`config.mk`:
```
export PLATFORM = sky130hd
export DESIGN_NAME = fft8_rr_scheduler
export DESIGN_NICKNAME = d
export VERILOG_FILES = /design/src/rtl/fft8_rr_scheduler.sv
export SDC_FILE = /design/constraint.sdc
export NUM_CORES = 1
export LEC_CHECK = 0
export CELL_PAD_IN_SITES_DETAIL_PLACEMENT = 1
export CELL_PAD_IN_SITES_GLOBAL_PLACEMENT = 1
export CORE_AREA = 2 2 359 361
export DETAILED_ROUTE_END_ITERATION = 7
export DIE_AREA = 0 0 361 363
export PLACE_DENSITY_LB_ADDON = 0.1
export SYNTH_ARGS = -nofsm -noshare
export SYNTH_HDL_FRONTEND = slang
export SYNTH_SLANG_ARGS = --single-unit
```
`constraint.sdc`:
```
create_clock -name clk -period 3.79 [get_ports clk]
set_clock_uncertainty 0.05 [all_clocks]
set_input_delay 0.379 -clock clk [delete_from_list [all_inputs] [get_ports clk]]
set_output_delay 0.379 -clock clk [all_outputs]
set_load 0.02 [all_outputs]
```
`src/rtl/fft8_rr_scheduler.sv`:
```
// fft8_rr_scheduler: shares one fft8_top core between NCH frame sources with round-robin grants.
// Optional RUN-phase watchdog is enabled by defining FFT8_SCHED_TIMEOUT_EN.
//
//  state | meaning
//  IDLE  | waiting for any in_valid; grants one channel and latches its frame
//  RUN   | core_start held high with the latched frame; waiting for core_done
//  OUT   | result held on the res_* port until res_ready
module fft8_rr_scheduler #(
    parameter int NCH     = 4,
    parameter int DW      = 16,
    parameter int TIMEOUT = 64,
    localparam int CHW    = (NCH > 1) ? $clog2(NCH) : 1
) (
    input  logic                  clk,
    input  logic                  rst,
    input  logic [NCH-1:0]        in_valid,
    output logic [NCH-1:0]        in_ready,
    input  logic [NCH*8*DW-1:0]   in_frame,
    output logic                  res_valid,
    input  logic                  res_ready,
    output logic [8*DW-1:0]       res_frame,
    output logic [CHW-1:0]        res_ch,
    output logic                  busy,
    output logic                  err,
    output logic                  core_start,
    output logic [8*DW-1:0]       core_din,
    input  logic [8*DW-1:0]       core_dout,
    input  logic                  core_done
);

    typedef enum logic [1:0] {
        S_IDLE,
        S_RUN,
        S_OUT
    } state_t;

    state_t           state_q, state_d;
    logic [CHW-1:0]   ptr_q, ptr_d;
    logic [CHW-1:0]   ch_q, ch_d;
    logic [8*DW-1:0]  din_d;
    logic [8*DW-1:0]  res_frame_d;
    logic [CHW-1:0]   res_ch_d;
    logic             res_valid_d;
    logic             start_d;
    logic             gnt_found;
    logic [CHW-1:0]   gnt_idx;
    logic [CHW-1:0]   scan_idx;
    int               scan_pos;

`ifdef FFT8_SCHED_TIMEOUT_EN
    localparam int TW = (TIMEOUT > 1) ? $clog2(TIMEOUT) : 1;
    logic [TW-1:0] cnt_q, cnt_d;
    logic          err_d;
`endif

    // Search starts at the pointer and wraps, so the last winner has lowest priority.
    always_comb begin
        gnt_found = 1'b0;
        gnt_idx   = '0;
        scan_pos  = 0;
        scan_idx  = '0;
        for (int i = 0; i < NCH; i++) begin
            scan_pos = int'(ptr_q) + i;
            if (scan_pos >= NCH) scan_pos = scan_pos - NCH;
            scan_idx = CHW'(scan_pos);
            if (!gnt_found && in_valid[scan_idx]) begin
                gnt_found = 1'b1;
                gnt_idx   = scan_idx;
            end
        end
    end

    always_comb begin
        state_d     = state_q;
        ptr_d       = ptr_q;
        ch_d        = ch_q;
        din_d       = core_din;
        res_frame_d = res_frame;
        res_ch_d    = res_ch;
        res_valid_d = res_valid;
        start_d     = core_start;
        in_ready    = '0;
`ifdef FFT8_SCHED_TIMEOUT_EN
        cnt_d       = cnt_q;
        err_d       = err;
`endif
        case (state_q)
            S_IDLE: begin
                if (gnt_found && !rst) begin
                    in_ready = NCH'(1) << gnt_idx;
                    din_d    = in_frame[gnt_idx*8*DW +: 8*DW];
                    ch_d     = gnt_idx;
                    ptr_d    = (gnt_idx == CHW'(NCH-1)) ? '0 : gnt_idx + CHW'(1);
                    start_d  = 1'b1;
                    state_d  = S_RUN;
`ifdef FFT8_SCHED_TIMEOUT_EN
                    cnt_d    = TW'(TIMEOUT-1);
`endif
                end
            end
            S_RUN: begin
                if (core_done) begin
                    res_frame_d = core_dout;
                    res_ch_d    = ch_q;
                    res_valid_d = 1'b1;
                    start_d     = 1'b0;
                    state_d     = S_OUT;
                end
`ifdef FFT8_SCHED_TIMEOUT_EN
                else if (cnt_q == '0) begin
                    err_d       = 1'b1;
                    res_frame_d = '0;
                    res_ch_d    = ch_q;
                    res_valid_d = 1'b1;
                    start_d     = 1'b0;
                    state_d     = S_OUT;
                end else begin
                    cnt_d = cnt_q - TW'(1);
                end
`endif
            end
            S_OUT: begin
                if (res_ready) begin
                    res_valid_d = 1'b0;
                    state_d     = S_IDLE;
                end
            end
            default: state_d = S_IDLE;
        endcase
    end

    always_ff @(posedge clk) begin
        if (rst) begin
            state_q    <= S_IDLE;
            ptr_q      <= '0;
            ch_q       <= '0;
            core_din   <= '0;
            res_frame  <= '0;
            res_ch     <= '0;
            res_valid  <= 1'b0;
            core_start <= 1'b0;
`ifdef FFT8_SCHED_TIMEOUT_EN
            cnt_q      <= '0;
            err        <= 1'b0;
`endif
        end else begin
            state_q    <= state_d;
            ptr_q      <= ptr_d;
            ch_q       <= ch_d;
            core_din   <= din_d;
            res_frame  <= res_frame_d;
            res_ch     <= res_ch_d;
            res_valid  <= res_valid_d;
            core_start <= start_d;
`ifdef FFT8_SCHED_TIMEOUT_EN
            cnt_q      <= cnt_d;
            err        <= err_d;
`endif
        end
    end

    assign busy = (state_q != S_IDLE);

`ifndef FFT8_SCHED_TIMEOUT_EN
    // Without the watchdog TIMEOUT has no effect; for any legal value this is constant 0.
    assign err = (TIMEOUT < 0);
`endif

endmodule

```
==> results of run 1 <==
==> cell families after synthesis <==
logic type	after synthesis
AO/OA/AOI/OAI	524
adder cells (fa/ha/maj)	1
buffers and inverters	165
flip-flops	266
multiplexers	110
other	1
AND/OR/NAND/NOR	577
==> stage by stage <==
step	setup WS, ns	util, %
floorplan	1.439	-
global placement	0.4005	19.32
detailed placement	0.4002	19.32
CTS	0.2023	20.41
global route	0.1789	20.44
finish	0.3818	20.45
==> synthesized netlist by cell type <==
| master | count | area [µm²] |
|---|---|---|
| o21ai_0 | 107 | 535.5 |
| or2_0 | 1 | 6.260 |
| nor2b_2 | 1 | 8.760 |
| ha_1 | 1 | 12.51 |
| a211oi_2 | 3 | 37.54 |
| and3_1 | 43 | 269.0 |
| clkbuf_1 | 122 | 457.9 |
| dfxtp_1 | 266 | 5325 |
| nor3_2 | 1 | 10.01 |
| o21ai_1 | 1 | 5.000 |
| mux2i_1 | 110 | 1101 |
| buf_8 | 1 | 15.01 |
| nor4_2 | 2 | 25.02 |
| buf_4 | 4 | 30.03 |
| or2_2 | 1 | 6.260 |
| o211ai_2 | 99 | 1239 |
| a2bb2oi_1 | 1 | 8.760 |
| a21oi_1 | 134 | 670.6 |
| conb_1 | 1 | 3.750 |
| nand2_2 | 1 | 6.260 |
| nand2_1 | 393 | 1475 |
| a211o_1 | 1 | 8.760 |
| o31ai_1 | 21 | 157.7 |
| nand3_1 | 107 | 535.5 |
| nor2b_1 | 3 | 18.77 |
| inv_1 | 3 | 11.26 |
| a211oi_1 | 40 | 300.3 |
| buf_1 | 7 | 26.28 |
| or3_1 | 1 | 6.260 |
| buf_2 | 18 | 90.09 |
| and2_1 | 1 | 6.260 |
| nor3_1 | 2 | 10.01 |
| nor2_1 | 17 | 63.81 |
| nor4_4 | 1 | 21.27 |
| buf_6 | 10 | 112.6 |
| a21boi_0 | 1 | 7.510 |
| a21o_1 | 107 | 803.3 |
| or4_1 | 2 | 15.01 |
| o211ai_1 | 9 | 67.56 |
==> path summary, 6_finish.rpt <==
path             startpoint  cells after the start  slack [ns]              to
min reg2reg  res_frame[103]                      2        0.40  res_frame[103]
max reg2reg        ptr_q[1]                      7        1.05    core_din[45]
min            core_dout[9]                      3        0.27    res_frame[9]
max              state_q[1]                      5        0.38     in_ready[2]
==> cell type report <==
type	instances	area, µm²
diodes	19	47.55
clock buffers	61	1204
clock inverters	14	185.2
fillers	14784	101000
inverters	3	11.26
multi-input cells	1213	7507
flip-flops and latches	266	5325
well taps	1662	2079
repair buffers	953	9619
==> state kept, by name, indices dropped and copies added, names as in the netlist <==
| signal | count |
|---|---|
| res_ch | 2 |
| ptr_q | 2 |
| core_start | 1 |
| core_din | 128 |
| ch_q | 2 |
| state_q | 2 |
| res_frame | 128 |
| res_valid | 1 |
==> timing repair <==
item	CTS	global route
endpoints found under the hold margin	0	0
resized for setup	1	0
endpoints found under the setup margin	1	0
==> routing by layer <==
layer / routed length, µm / track usage, % / part of all wire [%] / vias to the layer above
met1: 38220 / 15.72 / 37 / 7629
met2: 49990 / 26.03 / 49 / 646
met5: 340 / 0 / 0.33 / -
met3: 10500 / 6.945 / 10 / 178
met4: 3161 / 5.398 / 3.1 / 58
li1: - / - / - / 7505
==> power groups by stage <==
| stage | Combinational [mW] | Sequential, mW | Clock [mW] |
|---|---|---|---|
| finish | 3.86 | 3.32 | 4.10 |
| global placement | 3.95 | 3.38 | 0 |
| global route | 4.15 | 3.36 | 4.41 |
| floorplan | 1.44 | 3.73 | 0 |
| CTS | 3.98 | 3.33 | 4.32 |
| detailed placement | 3.97 | 3.39 | 0 |
==> worst max-delay path, stage by stage (launching register included) <==
cell and delay, ns:
dfxtp_1 0.37, or2_0 0.36, nor3_4 0.47, o211ai_1 0.29
nor2_1 0.19, clkdlybuf4s50_1 0.69
==> impl_metrics.tcl, run 1 <==
set metrics [dict create \
    status "complete, no violations" \
    p_sw_mw 3.936 \
    insertion_delay_ns 0.61 \
    numCtsBuffers 43 \
    synth_top_family_by_area "compound AO/OA/AOI/OAI gates" \
    hold_slack_ns 0.2652 \
    dieArea_um2 131000 \
    power.internal_mw 7.344 \
    post-cts-setup-buffer-count 0 \
    worst-slew-pin-transition_ns 1.131 \
    drive_gt1_share_pct 8.805 \
    setup_violations 0 \
    tns_ns 0 \
    die_h_um 363 \
    yosysSeqAreaShare_pct 39.41 \
    root_buffer "clkbuf_16" \
    synth_fa_ha_area_share_pct 0.09261 \
    ir_worst_vdd_uv 234.5 \
    wirelength_um 102200 \
    p_per_area_nw_per_um2 434.2 \
    tritoncts "built" \
    ys.warnings.count 0 \
    worstSetupPathType "flip-flop to primary output" \
    final_common_cell "clkdlybuf4s50_1" \
    synth.distinct_cells 39 \
    synth_simple_gate_area_share_pct 18.38 \
    final_hold_viol_count 0 \
    first_iter_violations 570 \
    stdcell_area_um2 25980 \
    syn-num-nets 2293 \
    rows 131 \
    final_max_slew_viol_count 0 \
    rsz0062_at_grt "no" \
    antenna_found_initial 55 \
    synth_mux_area_share_pct 8.150 \
    combPwrFrac_pct 34.2 \
    switching_share_pct 34.89 \
    drc_errors 0 \
    viasPerCell 3.822 \
    drv_cap 0 \
    hold_class "primary input to flip-flop" \
    critPathLaunchType "flip-flop" \
    wl_per_cell_um 24.39 \
    arrival_ns 2.98 \
    dr.pass1.iters 4 \
    layout_common_cells "clkdlybuf4s50_1 (910), nand2_1 (392), dfxtp_1 (266)" \
    ant_nets 0 \
    die_x_um 361 \
    path_max_fanout 6 \
    syn_avg_cell_area_um2 8.218 \
    period_needed_ns 3.408 \
    grt_max_degree 109 \
    syn2layout_area_growth_pct 92.29 \
    io_pins 914 \
    synth_compound_area_share_pct 28.43 \
    vias 16016 \
    ctsHoldBuffers 0 \
    synth-xor-area-share_pct 0 \
    synthesis.area_um2 13510 \
    max-clock-path-buffers 3 \
    final_cells 4191 \
    grt_pass1_vias 17507 \
    maxSlewHeadroom_pct 24.57 \
    clkTransAtPathRegs_ns 0.06 \
    core_um2 127000 \
    p_leak_nw 9.316 \
    power_mw 11.28 \
    port_buffers 912 \
    max_freq_mhz 293.4 \
    grt_usage_pct 14.94 \
    layout.nets 3129 \
    critPathCaptureType "primary output" \
    gp_congestion 0.8004 \
    clock_sinks 266 \
    hpwl_um 76470 \
    placed_area_um2 24540 \
    ys_seq_elements 266 \
    pwr-share-clk_pct 36.3 \
    grt_pass1_wl_um 140200 \
    cp.required_ns 3.36 \
    seq_power_share_pct 29.5 \
    grt.overflow.total 0 \
    start_util_pct 10.64 \
    fin_crit_sh_pct 89.93 \
    synthCells 1644 \
    dp_cells 4097 \
    htreeDepth 2 \
]
(Power assumes the default switching activity.)
==> run 2, diff against run 1 <==
Settings changed: CTS_CLUSTER_SIZE set to 28, REMOVE_ABC_BUFFERS set to 1.
==> run 2 against run 1 <==
  * Register-to-register slack got worse by 0.13 ns
  * Power fell by 1.3%
  * Worst hold slack got worse by 0.052 ns
  * Critical path depth rose by 1
  * Count of clock-buffer cells in the layout rose by 6
  * Global-route usage rose by 0.50 points
  * Core utilization fell by 0.15 points
  * Combinational power barely moved
  * Critical path type unchanged
  * Clock power fell by 4%
  * Sequential power barely moved
  * Die area did not move
  * Fmax fell by 3.9%
==> impl_metrics.tcl, run 2 (synthesis results as in run 1) <==
set metrics [dict create \
    die_x_um 361 \
    port_buffers 912 \
    hold_slack_ns 0.2130 \
    syn2layout_area_growth_pct 90.86 \
    arrival_ns 3.12 \
    wirelength_um 106100 \
    slowest_delay_ns 0.75 \
    gp_congestion 0.7877 \
    grt_usage_pct 15.44 \
    crit_buf_inv 2 \
    hpwl_um 78590 \
    fin_crit_sh_pct 93.58 \
    ir_worst_vdd_uv 312.1 \
    multi_input_area_um2 7501 \
    hold_class "primary input to flip-flop" \
    path_delay_family "simple AND/OR/NAND/NOR gates" \
    core_um2 127000 \
    worstSetupPathType "flip-flop to primary output" \
    wl_per_cell_um 25.39 \
    fillerInstances 14783 \
    numCtsBuffers 43 \
    first_iter_violations 567 \
    post-cts-setup-buffer-count 0 \
    worst-slew-pin-transition_ns 1.088 \
    start_util_pct 10.64 \
    viasPerCell 3.877 \
    p_leak_nw 9.210 \
    path_max_fanout 27 \
    final_max_slew_viol_count 0 \
    layout.area.seq_um2 5325 \
    ant_nets 0 \
    period_needed_ns 3.547 \
    io_pins 914 \
    vias 16203 \
    maxSlewHeadroom_pct 27.47 \
    antenna_found_initial 62 \
    critPathCaptureType "primary output" \
    drc_errors 0 \
    dr.pass1.iters 4 \
    root_buffer "clkbuf_16" \
    reg_top3 "core_din x128, res_frame x128" \
    placed_area_um2 24390 \
    final_cells 4179 \
    final_common_cell "clkdlybuf4s50_1" \
    clock_sinks 266 \
    ctsHoldBuffers 0 \
    cp.required_ns 3.36 \
    grt_pass1_wl_um 144300 \
    dieArea_um2 131000 \
    crit_slowest_cell "or4_4" \
    rsz0062_at_grt "no" \
    max_freq_mhz 282.0 \
    grt_max_degree 108 \
    drv_cap 0 \
    layout_common_cells "clkdlybuf4s50_1 (911), nand2_1 (392), dfxtp_1 (266)" \
    setup_violations 0 \
    clkTransAtPathRegs_ns 0.05 \
    layout.nets 3118 \
    dp_cells 4086 \
    status "complete, no violations" \
    tritoncts "built" \
    rows 131 \
    cts_resized 0 \
    grt.overflow.total 0 \
    grt_pass1_vias 17358 \
    htreeDepth 2 \
    insertion_delay_ns 0.62 \
    die_h_um 363 \
    stdcell_area_um2 25790 \
    path_cells "inv_1 > or4_4 > nand2_8 > ha_1 > and2_1 > clkdlybuf4s50_1" \
    critPathLaunchType "flip-flop" \
    max-clock-path-buffers 3 \
    final_hold_viol_count 0 \
    p_per_area_nw_per_um2 431.7 \
    drive_gt1_share_pct 8.203 \
]
run 2: worst register-to-register path, cell delays in order (launching register included):
cell	delay (ns)
dfxtp_1	0.52
inv_1	0.17
or4_4	0.75
nand2_8	0.17
buf_12	0.35
mux2i_1	0.61
o211ai_2	0.12
run 2: path summary, 6_finish.rpt:
| check | from | endpoint | slack, ns | cells after the start |
|---|---|---|---|---|
| hold reg to reg | res_frame[50] | res_frame[50] | 0.40 | 2 |
| hold / removal | rst | core_din[37] | 0.21 | 4 |
| setup reg to reg | ptr_q[1] | core_din[119] | 0.92 | 6 |
| setup / recovery | ptr_q[1] | in_ready[3] | 0.24 | 6 |
run 2: report_power, final:
part	internal [mW]	switching [mW]	total, mW
clock network	2.26	1.68	3.94
registers	3.13	0.189	3.32
logic	1.77	2.10	3.87
run 2: routing by layer:
layer / part of all wire, % / global-route usage (%)
met1: 38 / 16.58
met3: 10 / 6.955
met4: 2.2 / 4.118
met2: 50 / 27.33
met5: 0.30 / 0
run 2: metrics by stage:
stage	TNS (ns)	worst slack (ns)	util [%]	power, mW
floorplan	-546.48	-3.609	-	5.114
global placement	0	0.2763	19.20	7.294
detailed placement	0	0.2855	19.20	7.331
CTS	0	0.1061	20.26	11.48
global route	0	0.04587	20.28	11.77
finish	0	0.2434	20.30	11.13
run 2: area by class of cell:
| class | instances | area share (%) |
|---|---|---|
| antenna | 18 | 0.1747 |
| sequential | 266 | 20.65 |
| multi-input combinational | 1213 | 29.09 |
| timing repair buffer | 942 | 36.75 |
| clock inverter | 8 | 0.3930 |
| clock buffer | 67 | 4.833 |
| tap | 1662 | 8.064 |
| inverter | 3 | 0.04367 |
